### src/rtl/jk_excite_driver.sv
// Drives a bank of JK flip-flops toward a requested target state, then checks the result.
// Optional macro JKDRV_RETRY_EN re-drives the bank up to MAX_RETRY times after a mismatch.
module jk_excite_driver #(
    parameter int   WIDTH     = 4,
    parameter logic DC_FILL   = 1'b0,
    parameter int   MAX_RETRY = 3
) (
    input  logic             clk,
    input  logic             reset,
    input  logic             req_valid,
    input  logic [WIDTH-1:0] req_target,
    output logic             req_ready,
    input  logic [WIDTH-1:0] q_in,
    output logic [WIDTH-1:0] ff_j,
    output logic [WIDTH-1:0] ff_k,
    output logic             ff_enable,
    output logic             done,
    output logic             error,
    output logic [WIDTH-1:0] err_mask
);

    typedef enum logic [1:0] {
        IDLE,
        DRIVE,
        CHECK
    } state_t;

    state_t           state;
    logic [WIDTH-1:0] target;
    logic [WIDTH-1:0] exc_target;
    logic [WIDTH-1:0] dc_vec;
    logic [WIDTH-1:0] j_next;
    logic [WIDTH-1:0] k_next;
    logic [WIDTH-1:0] mismatch;

    if (MAX_RETRY < 0) begin : g_bad_max_retry
        $error("MAX_RETRY must be non-negative");
    end

`ifdef JKDRV_RETRY_EN
    localparam int CW = (MAX_RETRY < 1) ? 1 : $clog2(MAX_RETRY + 1);
    logic [CW-1:0] retry_cnt;
`endif

    // Excitation uses the incoming target on accept and the latched target on a retry.
    always_comb begin
        exc_target = (state == IDLE) ? req_target : target;
        dc_vec     = {WIDTH{DC_FILL}};
        j_next     = (~q_in & exc_target) | (q_in & dc_vec);
        k_next     = (q_in & ~exc_target) | (~q_in & dc_vec);
        mismatch   = q_in ^ target;
    end

    always_ff @(posedge clk) begin
        if (reset) begin
            state     <= IDLE;
            target    <= '0;
            ff_j      <= '0;
            ff_k      <= '0;
            ff_enable <= 1'b0;
            done      <= 1'b0;
            error     <= 1'b0;
            err_mask  <= '0;
            req_ready <= 1'b0;
`ifdef JKDRV_RETRY_EN
            retry_cnt <= '0;
`endif
        end else begin
            done  <= 1'b0;
            error <= 1'b0;
            case (state)
                IDLE: begin
                    req_ready <= 1'b1;
                    if (req_valid && req_ready) begin
                        target    <= req_target;
                        ff_j      <= j_next;
                        ff_k      <= k_next;
                        ff_enable <= 1'b1;
                        req_ready <= 1'b0;
                        err_mask  <= '0;
                        state     <= DRIVE;
`ifdef JKDRV_RETRY_EN
                        retry_cnt <= '0;
`endif
                    end
                end
                DRIVE: begin
                    ff_enable <= 1'b0;
                    ff_j      <= '0;
                    ff_k      <= '0;
                    state     <= CHECK;
                end
                CHECK: begin
                    if (mismatch == '0) begin
                        done      <= 1'b1;
                        err_mask  <= '0;
                        req_ready <= 1'b1;
                        state     <= IDLE;
                    end else begin
`ifdef JKDRV_RETRY_EN
                        if (retry_cnt < CW'(MAX_RETRY)) begin
                            retry_cnt <= retry_cnt + CW'(1);
                            ff_j      <= j_next;
                            ff_k      <= k_next;
                            ff_enable <= 1'b1;
                            state     <= DRIVE;
                        end else begin
                            error     <= 1'b1;
                            err_mask  <= mismatch;
                            req_ready <= 1'b1;
                            state     <= IDLE;
                        end
`else
                        error     <= 1'b1;
                        err_mask  <= mismatch;
                        req_ready <= 1'b1;
                        state     <= IDLE;
`endif
                    end
                end
                default: state <= IDLE;
            endcase
        end
    end

endmodule

### config.mk
export PLATFORM = sky130hd
export DESIGN_NAME = jk_excite_driver
export DESIGN_NICKNAME = d
export VERILOG_FILES = /design/src/rtl/jk_excite_driver.sv
export SDC_FILE = /design/constraint.sdc
export NUM_CORES = 1
export LEC_CHECK = 0
export ABC_CLOCK_PERIOD_IN_PS = 1200
export BUFFER_PORTS_ARGS = -buffer_cell sky130_fd_sc_hd__buf_2
export CAP_MARGIN = 10
export CORE_UTILIZATION = 42
export CTS_CLUSTER_SIZE = 12
export DETAILED_ROUTE_END_ITERATION = 16
export PLACE_DENSITY_LB_ADDON = 0.12
export SLEW_MARGIN = 25
export SYNTH_ARGS = -nofsm -noshare
export SYNTH_HDL_FRONTEND = slang
export SYNTH_SLANG_ARGS = --single-unit
### constraint.sdc
create_clock -name clk -period 1.2 [get_ports clk]
set_input_delay 0.18 -clock clk [delete_from_list [all_inputs] [get_ports clk]]
set_output_delay 0.18 -clock clk [all_outputs]
set_load 0.02 [all_outputs]
-- Yosys cells after proc, flatten, opt, wreduce, memory -nomap -nowiden
Cells that the tools add are included.
Widths: inputs -> output; s select.
- flip-flop bits (word level): 22
- bits in latches: 0
- bits of input ports: 11
- output and inout bits: 16
- bits in read-only memories: 0
- memories kept: 0
- RAM bits: 0
- word-level logic and storage cells: 43
- $add $sub $neg: 0
- shifts and indexed selects: 0
- divide/modulo/power cells: 0
- bitwise logic cells: 6
- reductions and logical operators: 9
- muxes and demuxes: 16
- equality and inequality tests: 3
- $mul: 0
- $lt $le $gt $ge: 0
- operators by type and width (operator ; count):
    $pmux 4 s2 ; 3
    $mux 4 ; 5
    $and 4x4->4 ; 2
    $not 4->4 ; 2
    $reduce_and 2->1 ; 3
    $logic_not 4->1 ; 1
    $mux 1 ; 4
    $pmux 1 s2 ; 2
    $pmux 2 s2 ; 1
    $reduce_bool 2->1 ; 2
    $xor 4x4->4 ; 1
    $eq 2x1->1 const B ; 1
    $eq 2x2->1 const B ; 1
    $logic_not 2->1 ; 1
    $mux 2 ; 1
    $ne 2x1->1 const B ; 1
    $reduce_or 2->1 ; 1
    $logic_and 1x1->1 ; 1
    $not 1->1 ; 1

-- Logic depth before layout (Yosys ltp)
Gate-level depths: netlist (run 1).
- depth in word-level cells: 6
- mapped depth: 4
- mapped depth without buffers: 3

-- Least setup slack after synthesis (run 1)
OpenSTA, ideal clock, no wires.
- path kind: register -> register
- from: reg req_ready
- to: reg target[0]
- stages on the path, launching flop included: 5
- setup time: 0.119 ns
- required time: 1.081 ns
- period minus slack after synthesis: 1.247 ns
- arrival: 1.129 ns
- path buffers: 1
- slack: -0.047 ns
- cell sequence: dfxtp_1 -> nor4bb_1 -> buf_2 -> mux2i_1 -> nor2_1
- word-level cells in the longest chain between the ends: 2
- ends and longest elaborated chain (what ; line ; RTL):
    start: declaration ; 12 ; output logic req_ready,
    start signal: assignment ; 64 ; req_ready <= 1'b0;
    start signal: assignment ; 73 ; req_ready <= 1'b1;
    start signal: assignment ; 79 ; req_ready <= 1'b0;
    $logic_and 1x1->1 ; 74 ; if (req_valid && req_ready) begin
    $reduce_and 2->1 (no source line) ; n/a ;
    end signal: assignment ; 75 ; target <= req_target;
    end: declaration ; 29 ; logic [WIDTH-1:0] target;
No other way between the ends.
A chain may end at the register's enable or synchronous reset.

-- Worst setup path after layout (run 1)
- from: reg state[1]
- to: reg ff_k[2]
- word-level cells in the longest chain between the ends: 6
- elaborated cells between the ends (all ways): 10
- classes of those cells: eq/ne (2); mux (3); bitwise (2); reduce/logical (3)
- ends and longest elaborated chain (what ; line ; RTL):
    start: declaration ; 28 ; state_t state;
    start signal: assignment ; 56 ; state <= IDLE;
    start signal: assignment ; 81 ; state <= DRIVE;
    start signal: assignment ; 91 ; state <= CHECK;
    $logic_not 2->1 ; 47, 71 ;
    $mux 4 ; 47 ; exc_target = (state == IDLE) ? req_target : target;
    $not 4->4 ; 50 ; k_next = (q_in & ~exc_target) | (~q_in & dc_vec);
    $and 4x4->4 ; 50 ;
    $mux 4 ; 74 ;
    $pmux 4 s2 ; 71 ; case (state)
    end signal: assignment ; 77 ; ff_k <= k_next;
    end: declaration ; 15 ; output logic [WIDTH-1:0] ff_k,
Several ways; a longest one is shown, not always the timed one. The select of a mux whose other input is x is not followed.

==> metrics.md, run 1 <==
| Metric | Value |
|---|---|
| Clock Sinks | `22` |
| Skew-Pair Late Insertion Delay | `0.30 ns` |
| I/O Pins | `27` |
| CTS H-tree lvls | `1` |
| Routed vias | `656` |
| Pre-antenna DRT Iters | `2` |
| Clock power frac | `0.366` |
| Post-synthesis mux area share | `0.0492` |
| Switching portion of total power | `0.222` |
| Sequential power share | `0.512` |
| Clock Skew | `0.00471 ns` |
| Top cells by area, synth | `dfxtp_1, a32o_1, mux2i_1` |
| Final WS setup | `0.00495 ns` |
| CTS clk-pin slew, worst paths | `0.12 ns` |
| Internal Power | `0.00118 W` |
| Count of cell types in the netlist | `22` |
| DP Wirelength | `1150 um` |
| Startpoint types | `flop` |
| Slew Viols, Final | `0` |
| Count leader, synth | `dfxtp_1` |
| FFs w/ async S/R, synth | `0` |
| Crit path capture | `ff_k[2]` |
| Post-Route Setup TNS | `0 ns` |
| Hold path startpoint | `req_target[3]` |
| EDFF count, synth | `0` |
| GRT Overall Usage | `0.169` |
| Largest family of logic cells by synthesized area | `compound AO/OA/AOI/OAI gates` |
| Final RePlAce weighted congestion | `0.687` |
| Core Footprint | `1760 um^2` |
| Yosys warning total | `0` |
| RSZ-0062 raised after global routing | `true` |
| # DRC | `0` |
| Routed wire length | `1540 um` |
| Mapped Area | `813 um^2` |
| N_diodes | `0` |
| Actual slew at the worst max-slew pin | `0.357 ns` |
| Vias per Instance | `4.93` |
| CTS tree | `done` |
| CP max FO | `9` |
| Port Buf Inserts | `26` |
| Crit path from | `state[1]` |
| Row Count | `15` |
| Final net count | `120` |
| Simple-Gate Fraction of Synth Area | `0.114` |
| Max-cap violations | `0` |
| Dpl ws | `0.0316 ns` |
| Yosys reg bits | `22` |
| Cell taking the most area after synthesis | `dfxtp_1` |
| RR Endpoint | `ff_k[2]` |
| Post-Synth XOR/XNOR Area | `0.0431` |
| Post-synthesis sequential area ratio | `0.542` |
| Die Area | `2120 um^2` |
| Synth Area in Compound Gates | `0.194` |
| WP data required | `1.45 ns` |
| Critical path depth | `4` |
| Slowest stage delay, CP | `0.36 ns` |
| Initial DRC Count | `6` |
| First-pass GRT wire length | `2530 um` |
| Vert. Die Dim | `46.0 um` |
| Buffers and inverters on the worst path | `2` |
| Min cycle time layout | `1.20 ns` |
| Clock Path Buffers | `2` |
| Hold Vio Cnt, Final | `0` |
| Crit. End Element | `flop` |
| Mapped Avg Cell Area | `11.0 um^2` |
| Worst R2R Start | `state[1]` |
| Critical path class | `reg -> reg` |
| Gate power share | `0.122` |
| Num CTS Buffers | `3` |
| Chip width | `46.0 um` |
| WL per Instance | `11.6 um` |
| Pleak | `0.530 nW` |
| Max VDD drop | `1.07 mV` |
| Top cells by instance count after synthesis | `dfxtp_1, inv_1, a32o_1` |
| Layout cells sized above 1 | `0.407` |
| Syn_nets | `85` |
| Mapped Cells | `74` |
| GRT Residual Overflow | `0` |
| Pin count of the biggest net entering global routing | `14` |
| Net Sw Power | `0.000335 W` |
| Delay-heaviest family, CP | `flip-flops` |
| Post-route ant nets | `0` |
| Slew margin rel. | `0.762` |
| Layout overhead on the synthesized area | `34.2%` |
| Primary FF master, synth | `dfxtp_1` |
| Initial core utilization | `0.461` |
| Adder-cell share of the synthesized area | `0` |
| Worst Path Arrival | `1.44 ns` |
| CP cell instances | `buf_4 > nor4_4 > buf_6 > a32o_1` |
| # Post-CTS Setup Buffers | `0` |
| Maximum clock rate | `837 MHz` |
| Final Cycle Share | `0.996` |
| # setup viols final | `0` |
| Post-synth top area share | `0.542` |
| Worst hold path class | `in -> reg` |
| Slowest CP cell | `dfxtp_2` |
| Status | `complete, no violations` |
| P per Cell Area | `1390 nW/um^2` |
| FF-to-FF path depth | `4` |
| Clock root cell | `clkbuf_4` |
| Vias in the first global route | `591` |
| Initial antenna violation count | `0` |
| Reg2Reg Setup Slack | `0.005 ns` |
==> cells by family after synthesis <==
group / Yosys count
AO/OA/AOI/OAI: 18
XOR/XNOR: 4
buffers and inverters: 12
flip-flops: 22
multiplexers: 4
AND/OR/NAND/NOR: 14
==> worst min path at each step <==
stage,slack (ns),cells after the start,endpoint
after floorplan,0.28,1,state[0]
after global placement,0.44,1,ff_k[0]
after detailed placement,0.45,1,ff_j[3]
after CTS,0.13,3,target[3]
after global routing,0.13,3,target[3]
final,0.14,3,target[3]
==> state kept, by name, summed over array words and instances (netlist names) <==
signal,cells
err_mask,4
ff_j,4
ff_k,4
target,4
state,2
done,1
error,1
ff_enable,1
req_ready,1
==> cells in the final DEF (no fill, tap or decap), drive strengths merged <==
| cell type | count |
|---|---|
| a211oi | 1 |
| a21o | 2 |
| a21oi | 2 |
| a22o | 4 |
| a31oi | 1 |
| a32o | 8 |
| and2 | 1 |
| buf | 32 |
| bufinv | 1 |
| clkbuf | 3 |
| dfxtp | 22 |
| inv | 10 |
| mux2i | 4 |
| nand2 | 1 |
| nor2 | 5 |
| nor2b | 1 |
| nor3 | 3 |
| nor4 | 2 |
| nor4bb | 1 |
| xor2 | 4 |
==> routing by layer <==
layer | wire length (um) | part of all wire | vias up | GRT usage
met5 | 0 | 0 | - | 0
met4 | 15 | 0.0097 | 0 | 0.0706
met3 | 57 | 0.037 | 2 | 0.0357
met2 | 748 | 0.48 | 16 | 0.256
met1 | 722 | 0.47 | 304 | 0.231
li1 | - | - | 334 | -
==> worst min-delay path, delay by kind of cell <==
kind,cells,cell delay (ns)
buffers and inverters,1,0.10
and+or+nand+nor,1,0.07
muxes,1,0.06
==> stage by stage <==
step	area (um^2)	total power (W)	util	hold slack, ns	std cells
finish	1090	0.00151	0.618	0.138	133
CTS	1060	0.00152	0.603	0.132	133
global placement	1010	0.000963	0.573	0.444	129
global route	1090	0.00158	0.618	0.132	133
detailed placement	1010	0.000965	0.573	0.454	129
floorplan	815	0.000890	-	0.279	74
==> final cells by class <==
cell class,instances,area [um^2]
Clock buffer,3,22.5
Clock inverter,1,30.0
Fill cell,180,673
Inverter,10,37.5
Multi-Input combinational cell,40,340
Sequential cell,22,447
Tap cell,25,31.3
Timing Repair Buffer,32,183
==> repair_timing <==
item | in CTS | in global routing
hold buffers | 0 | 0
gates resized for setup | 0 | 7
setup endpoints to repair | 0 | 12
==> power by group through the flow <==
stage	Clock, W	Combinational [W]	Sequential, W
finish	0.000553	0.000184	0.000774
global route	0.000605	0.000200	0.000779
CTS	0.000567	0.000176	0.000773
detailed placement	0	0.000176	0.000789
global placement	0	0.000174	0.000789
floorplan	0	0.0000797	0.000810
Note: power is estimated with default switching activity, not from simulation.
==> run 2: changes to the inputs <==
--- a/config.mk
+++ b/config.mk
@@ -5,13 +5,15 @@
 export SDC_FILE = /design/constraint.sdc
 export NUM_CORES = 1
 export LEC_CHECK = 0
+export ABC_AREA = 1
 export ABC_CLOCK_PERIOD_IN_PS = 1200
 export BUFFER_PORTS_ARGS = -buffer_cell sky130_fd_sc_hd__buf_2
 export CAP_MARGIN = 10
-export CORE_UTILIZATION = 42
+export CORE_ASPECT_RATIO = 1.5
+export CORE_UTILIZATION = 45
 export CTS_CLUSTER_SIZE = 12
 export DETAILED_ROUTE_END_ITERATION = 16
-export PLACE_DENSITY_LB_ADDON = 0.12
+export PLACE_DENSITY = 0.73
 export SLEW_MARGIN = 25
 export SYNTH_ARGS = -nofsm -noshare
 export SYNTH_HDL_FRONTEND = slang
==> constraint.sdc (replaced) <==
create_clock -name clk -period 1.2 [get_ports clk]
set_input_delay 0.12 -clock clk [delete_from_list [all_inputs] [get_ports clk]]
set_output_delay 0.12 -clock clk [all_outputs]
set_load 0.02 [all_outputs]
==> metrics.md, run 2 <==
| Metric | Value |
|---|---|
| CTS tree | `done` |
| # setup viols final | `0` |
| Chip width | `39.8 um` |
| Count leader, synth | `nand2_1` |
| Mapped Cells | `138` |
| EDFF count, synth | `0` |
| Fin util | `0.587` |
| Maximum clock rate | `893 MHz` |
| CTS clk-pin slew, worst paths | `0.13 ns` |
| # fillers | `209` |
| Post-synth top area share | `0.456` |
| Top cells by instance count after synthesis | `nand2_1, dfxtp_1, inv_1` |
| CP max FO | `17` |
| Net Sw Power | `0.000391 W` |
| Final Cycle Share | `0.933` |
| Startpoint types | `flop` |
| Routed wire length | `2150 um` |
| I/O Pins | `27` |
| Vert. Die Dim | `58.7 um` |
| Port Buf Inserts | `26` |
| Max-cap violations | `0` |
| GRT Residual Overflow | `0` |
| Primary FF master, synth | `dfxtp_1` |
| Crit. End Element | `flop` |
| Top cells by area, synth | `dfxtp_1, nand2_1, inv_1` |
| Layout cells sized above 1 | `0.237` |
| Cell taking the most area after synthesis | `dfxtp_1` |
| Syn_nets | `149` |
| Final Cell Area | `1190 um^2` |
| Actual slew at the worst max-slew pin | `0.265 ns` |
| Initial core utilization | `0.477` |
| Mapped Area | `966 um^2` |
| Pleak | `0.612 nW` |
| Pin count of the biggest net entering global routing | `18` |
| Pre-antenna DRT Iters | `5` |
| Gate power share | `0.142` |
| Sequential power share | `0.495` |
| Critical path class | `reg -> reg` |
| Clock power frac | `0.363` |
| Slew margin rel. | `0.823` |
| Die Area | `2340 um^2` |
| Commonest non-fill, non-tap cell in the layout | `nand2_1` |
| Post-synthesis sequential area ratio | `0.456` |
| Storage element area | `442 um^2` |
| Layout overhead on the synthesized area | `23.2%` |
| Skew-Pair Late Insertion Delay | `0.31 ns` |
| Worst Path Arrival | `1.32 ns` |
| Yosys reg bits | `22` |
| Total power | `0.00156 W` |
| Routed vias | `931` |
| WL per Instance | `11.3 um` |
| Worst hold path class | `in -> reg` |
| First-pass GRT wire length | `3360 um` |
| Count of cell types in the netlist | `16` |
| Final net count | `181` |
| Min cycle time layout | `1.12 ns` |
| Final RePlAce weighted congestion | `0.832` |
| FFs w/ async S/R, synth | `0` |
| Mapped Avg Cell Area | `7.00 um^2` |
| Post-Route Setup TNS | `0 ns` |
| Initial DRC Count | `14` |
| DP Wirelength | `1610 um` |
| Row Count | `20` |
| Vias in the first global route | `846` |
| Switching portion of total power | `0.250` |
| Core Footprint | `2030 um^2` |
| GRT Overall Usage | `0.207` |
| Dpl cell area | `1120 um^2` |
| Most frequent cells in the layout | `nand2_1, buf_2, dfxtp_1, inv_1, nor2_1` |
| Clock Skew | `0.00771 ns` |
| P per Cell Area | `1310 nW/um^2` |
| Internal Power | `0.00117 W` |
| Slew Viols, Final | `0` |
| Max VDD drop | `0.745 mV` |
| Clock Sinks | `22` |
| CTS H-tree lvls | `1` |
| N_diodes | `0` |
| Post-route ant nets | `0` |
| Num CTS Buffers | `3` |
| Status | `complete, no violations` |
| Reg2Reg Setup Slack | `0.08 ns` |
| WP data required | `1.40 ns` |
| Initial antenna violation count | `0` |
| Yosys warning total | `0` |
| Hold Vio Cnt, Final | `0` |
| Clock Path Buffers | `2` |
| Clock root cell | `clkbuf_4` |
| RSZ-0062 raised after global routing | `true` |
| Area of the multi-input gates | `444 um^2` |
| Vias per Instance | `4.87` |
| # DRC | `0` |
-- run 2: critical path, stage by stage, from the launching register on --
cell	delay [ns]
dfxtp_2	0.37
nor2_4	0.18
nand2_4	0.16
nand2_1	0.20
o22ai_1	0.10
-- run 2: metrics by stage --
stage | hold WS, ns | std cells | setup slack (ns)
2_1_floorplan | 0.189 | 138 | 0.0419
3_5_place_dp | 0.436 | 186 | 0.0671
4_1_cts | 0.100 | 190 | 0.0427
3_3_place_gp | 0.428 | 186 | 0.0846
6_report | 0.0936 | 191 | 0.0802
5_1_grt | 0.0988 | 191 | -0.000533
-- run 2: layout make-up --
class	instances	area share
well taps	22	0.0231
inverters	19	0.0599
clock buffers	3	0.0189
multi-input cells	95	0.373
flip-flops and latches	22	0.371
repair buffers	29	0.128
clock inverters	1	0.0252
-- run 2: final timing paths --
| kind | start | to | cells after the start |
|---|---|---|---|
| worst max-delay path | state[0] | target[0] | 4 |
| worst min-delay path | q_in[1] | ff_j[1] | 4 |
| worst max register to register | state[0] | target[0] | 4 |
| worst min register to register | err_mask[2] | err_mask[2] | 2 |
-- run 2: per-layer routing --
layer  up-vias  track usage  part of all wire
li1        488            -                 -
met2        23        0.358              0.52
met3         4       0.0264             0.035
met5         -            0                 0
met4         0       0.0985             0.014
met1       416        0.238              0.43
-- run 2: repair_timing --
action,4_1_cts,5_1_grt
gates resized for setup,0,3
setup buffers,0,1
endpoints found under the hold margin,0,0
hold buffers,0,0
endpoints found under the setup margin,0,12
-- run 2: logic make-up after synthesis --
kind of cell	synth area share
DFF	0.456
xor gates and xnor gates	0.0363
AOI/OAI and AO/OA	0.0920
buffers and inverters	0.0894
and+or+nand+nor	0.326
-- run 2: power groups by stage --
stage	registers, W	logic (W)	clock network (W)
2_1_floorplan	0.000810	0.000127	0
3_3_place_gp	0.000790	0.000214	0
3_5_place_dp	0.000791	0.000216	0
4_1_cts	0.000774	0.000217	0.000568
5_1_grt	0.000779	0.000249	0.000602
6_report	0.000775	0.000221	0.000568
==> run 3: changes to the inputs <==
--- a/config.mk
+++ b/config.mk
@@ -10,6 +10,7 @@
 export BUFFER_PORTS_ARGS = -buffer_cell sky130_fd_sc_hd__buf_2
 export CAP_MARGIN = 10
 export CORE_ASPECT_RATIO = 1.5
+export CORE_MARGIN = 2
 export CORE_UTILIZATION = 45
 export CTS_CLUSTER_SIZE = 12
 export DETAILED_ROUTE_END_ITERATION = 16
==> metrics.md, run 3 (same netlist as run 2, synthesis figures left out) <==
| Metric | Value |
|---|---|
| Routed vias | `957` |
| Crit path from | `req_ready` |
| Core Footprint | `2030 um^2` |
| Pin count of the biggest net entering global routing | `18` |
| CTS clk-pin slew, worst paths | `0.12 ns` |
| RR Endpoint | `target[3]` |
| CP cell instances | `nand2_1 > inv_1 > nand2_4 > nand2_1 > o22ai_1` |
| GRT Overall Usage | `0.186` |
| Worst hold path class | `in -> reg` |
| Vias in the first global route | `896` |
| Reg2Reg Setup Slack | `0.11 ns` |
| Post-cts hold buffer count | `0` |
| Slew margin rel. | `0.825` |
| Num CTS Buffers | `3` |
| Post-Route Setup TNS | `0 ns` |
| Initial antenna violation count | `0` |
| Delay-heaviest family, CP | `simple AND/OR/NAND/NOR gates` |
| Vias per Instance | `4.96` |
| Clock Path Buffers | `2` |
| Layout overhead on the synthesized area | `23.3%` |
| CTS tree | `done` |
| CTS H-tree lvls | `1` |
| # DRC | `0` |
| Critical path class | `reg -> reg` |
| Port Buf Inserts | `26` |
| Hold path startpoint | `req_target[3]` |
| WP data required | `1.41 ns` |
| Final net count | `183` |
| Maximum clock rate | `915 MHz` |
| Crit. End Element | `flop` |
| DP Wirelength | `1630 um` |
| Min cycle time layout | `1.09 ns` |
| Pleak | `0.612 nW` |
| Max-cap violations | `0` |
| Slowest stage delay, CP | `0.37 ns` |
| # setup viols final | `0` |
| I/O Pins | `27` |
| Slowest CP cell | `dfxtp_1` |
| Final Cycle Share | `0.911` |
| Most frequent cells in the layout | `nand2_1, buf_2, dfxtp_1, inv_1` |
| Die Area | `2540 um^2` |
| Vert. Die Dim | `60.7 um` |
| CP max FO | `16` |
| P per Cell Area | `1190 nW/um^2` |
| Worst Path Arrival | `1.30 ns` |
| Top cell by count, worst path | `nand2_1` |
| Initial core utilization | `0.477` |
| WL per Instance | `11.3 um` |
| Initial DRC Count | `29` |
| Actual slew at the worst max-slew pin | `0.262 ns` |
| Worst Hold Depth | `3` |
| Fin util | `0.588` |
| Hold EP | `target[3]` |
| First-pass GRT wire length | `3530 um` |
| Startpoint types | `flop` |
| # fillers | `187` |
| Hold Vio Cnt, Final | `0` |
| Slew Viols, Final | `0` |
| Post-route ant nets | `0` |
| Commonest non-fill, non-tap cell in the layout | `nand2_1` |
| GRT Residual Overflow | `0` |
| Row Count | `20` |
| Clock root cell | `clkbuf_4` |
| Routed wire length | `2180 um` |
| Max VDD drop | `0.729 mV` |
| FF-to-FF path depth | `5` |
| RSZ-0062 raised after global routing | `false` |
| Skew-Pair Late Insertion Delay | `0.31 ns` |
| Total power | `0.00142 W` |
| Buffers and inverters on the worst path | `1` |
| Status | `complete, no violations` |
| Pre-antenna DRT Iters | `4` |
| Clock Skew | `0.00497 ns` |
| Final RePlAce weighted congestion | `0.840` |
| Chip width | `41.8 um` |
| Worst R2R Start | `req_ready` |
| N_diodes | `0` |
| Layout cells sized above 1 | `0.251` |
| Clock Sinks | `22` |
==> run 3: changes by cell type in the layout (fill, tap and decap cells not counted), sizes merged <==
| cell | change |
|---|---|
| buf | +2 |
| bufinv | -1 |
| clkbuf | +1 |
==> run 3: how the worst max path moves through the flow <==
stage                            to  slack [ns]  cells past startpoint
after floorplan           target[0]        0.04                      6
after global placement      ff_j[0]        0.12                      4
after detailed placement    ff_j[0]         0.1                      4
after CTS                   ff_j[3]        0.07                      6
after global routing        ff_k[3]       0.006                      6
final                     target[3]        0.11                      5
==> run 3: tightest hold or removal path, cell delays in order <==
cell     delay [ns]
buf_2          0.10
inv_1          0.06
o22ai_1        0.08
==> run 3: report_power, final <==
| part | total (W) | switching [W] | internal (W) |
|---|---|---|---|
| Combinational | 0.000230 | 0.000144 | 0.0000853 |
| Clock | 0.000418 | 0.000232 | 0.000186 |
| Sequential | 0.000775 | 0.0000180 | 0.000757 |
==> run 3: per-stage QoR <==
step	hold slack, ns	cells	setup WS, ns	area, um^2
after floorplan	0.189	138	0.0419	966
after global placement	0.426	186	0.121	1120
after detailed placement	0.433	186	0.0961	1120
after CTS	0.0904	190	0.0669	1160
after global routing	0.0797	193	0.00556	1190
final	0.0962	193	0.107	1190
==> run 3: repair_timing <==
item,in CTS,in global routing
endpoints found under the hold margin,0,0
endpoints found under the setup margin,0,10
resized for setup,0,4
setup buffers,0,3
==> run 3: area by class of cell <==
type,instances,area (um^2),share of cell area
flip-flops and latches,22,442,0.371
well taps,22,27.5,0.0231
multi-input cells,95,447,0.375
inverters,19,71.3,0.0599
repair buffers,31,168,0.141
clock buffers,4,36.3,0.0305
==> run 3: per-layer routing <==
metal	up-vias	track usage	wire length, um
li1	494	-	-
met1	429	0.197	893
met2	27	0.337	1130
met3	7	0.0417	120
met4	0	0.111	38
met5	-	0	0
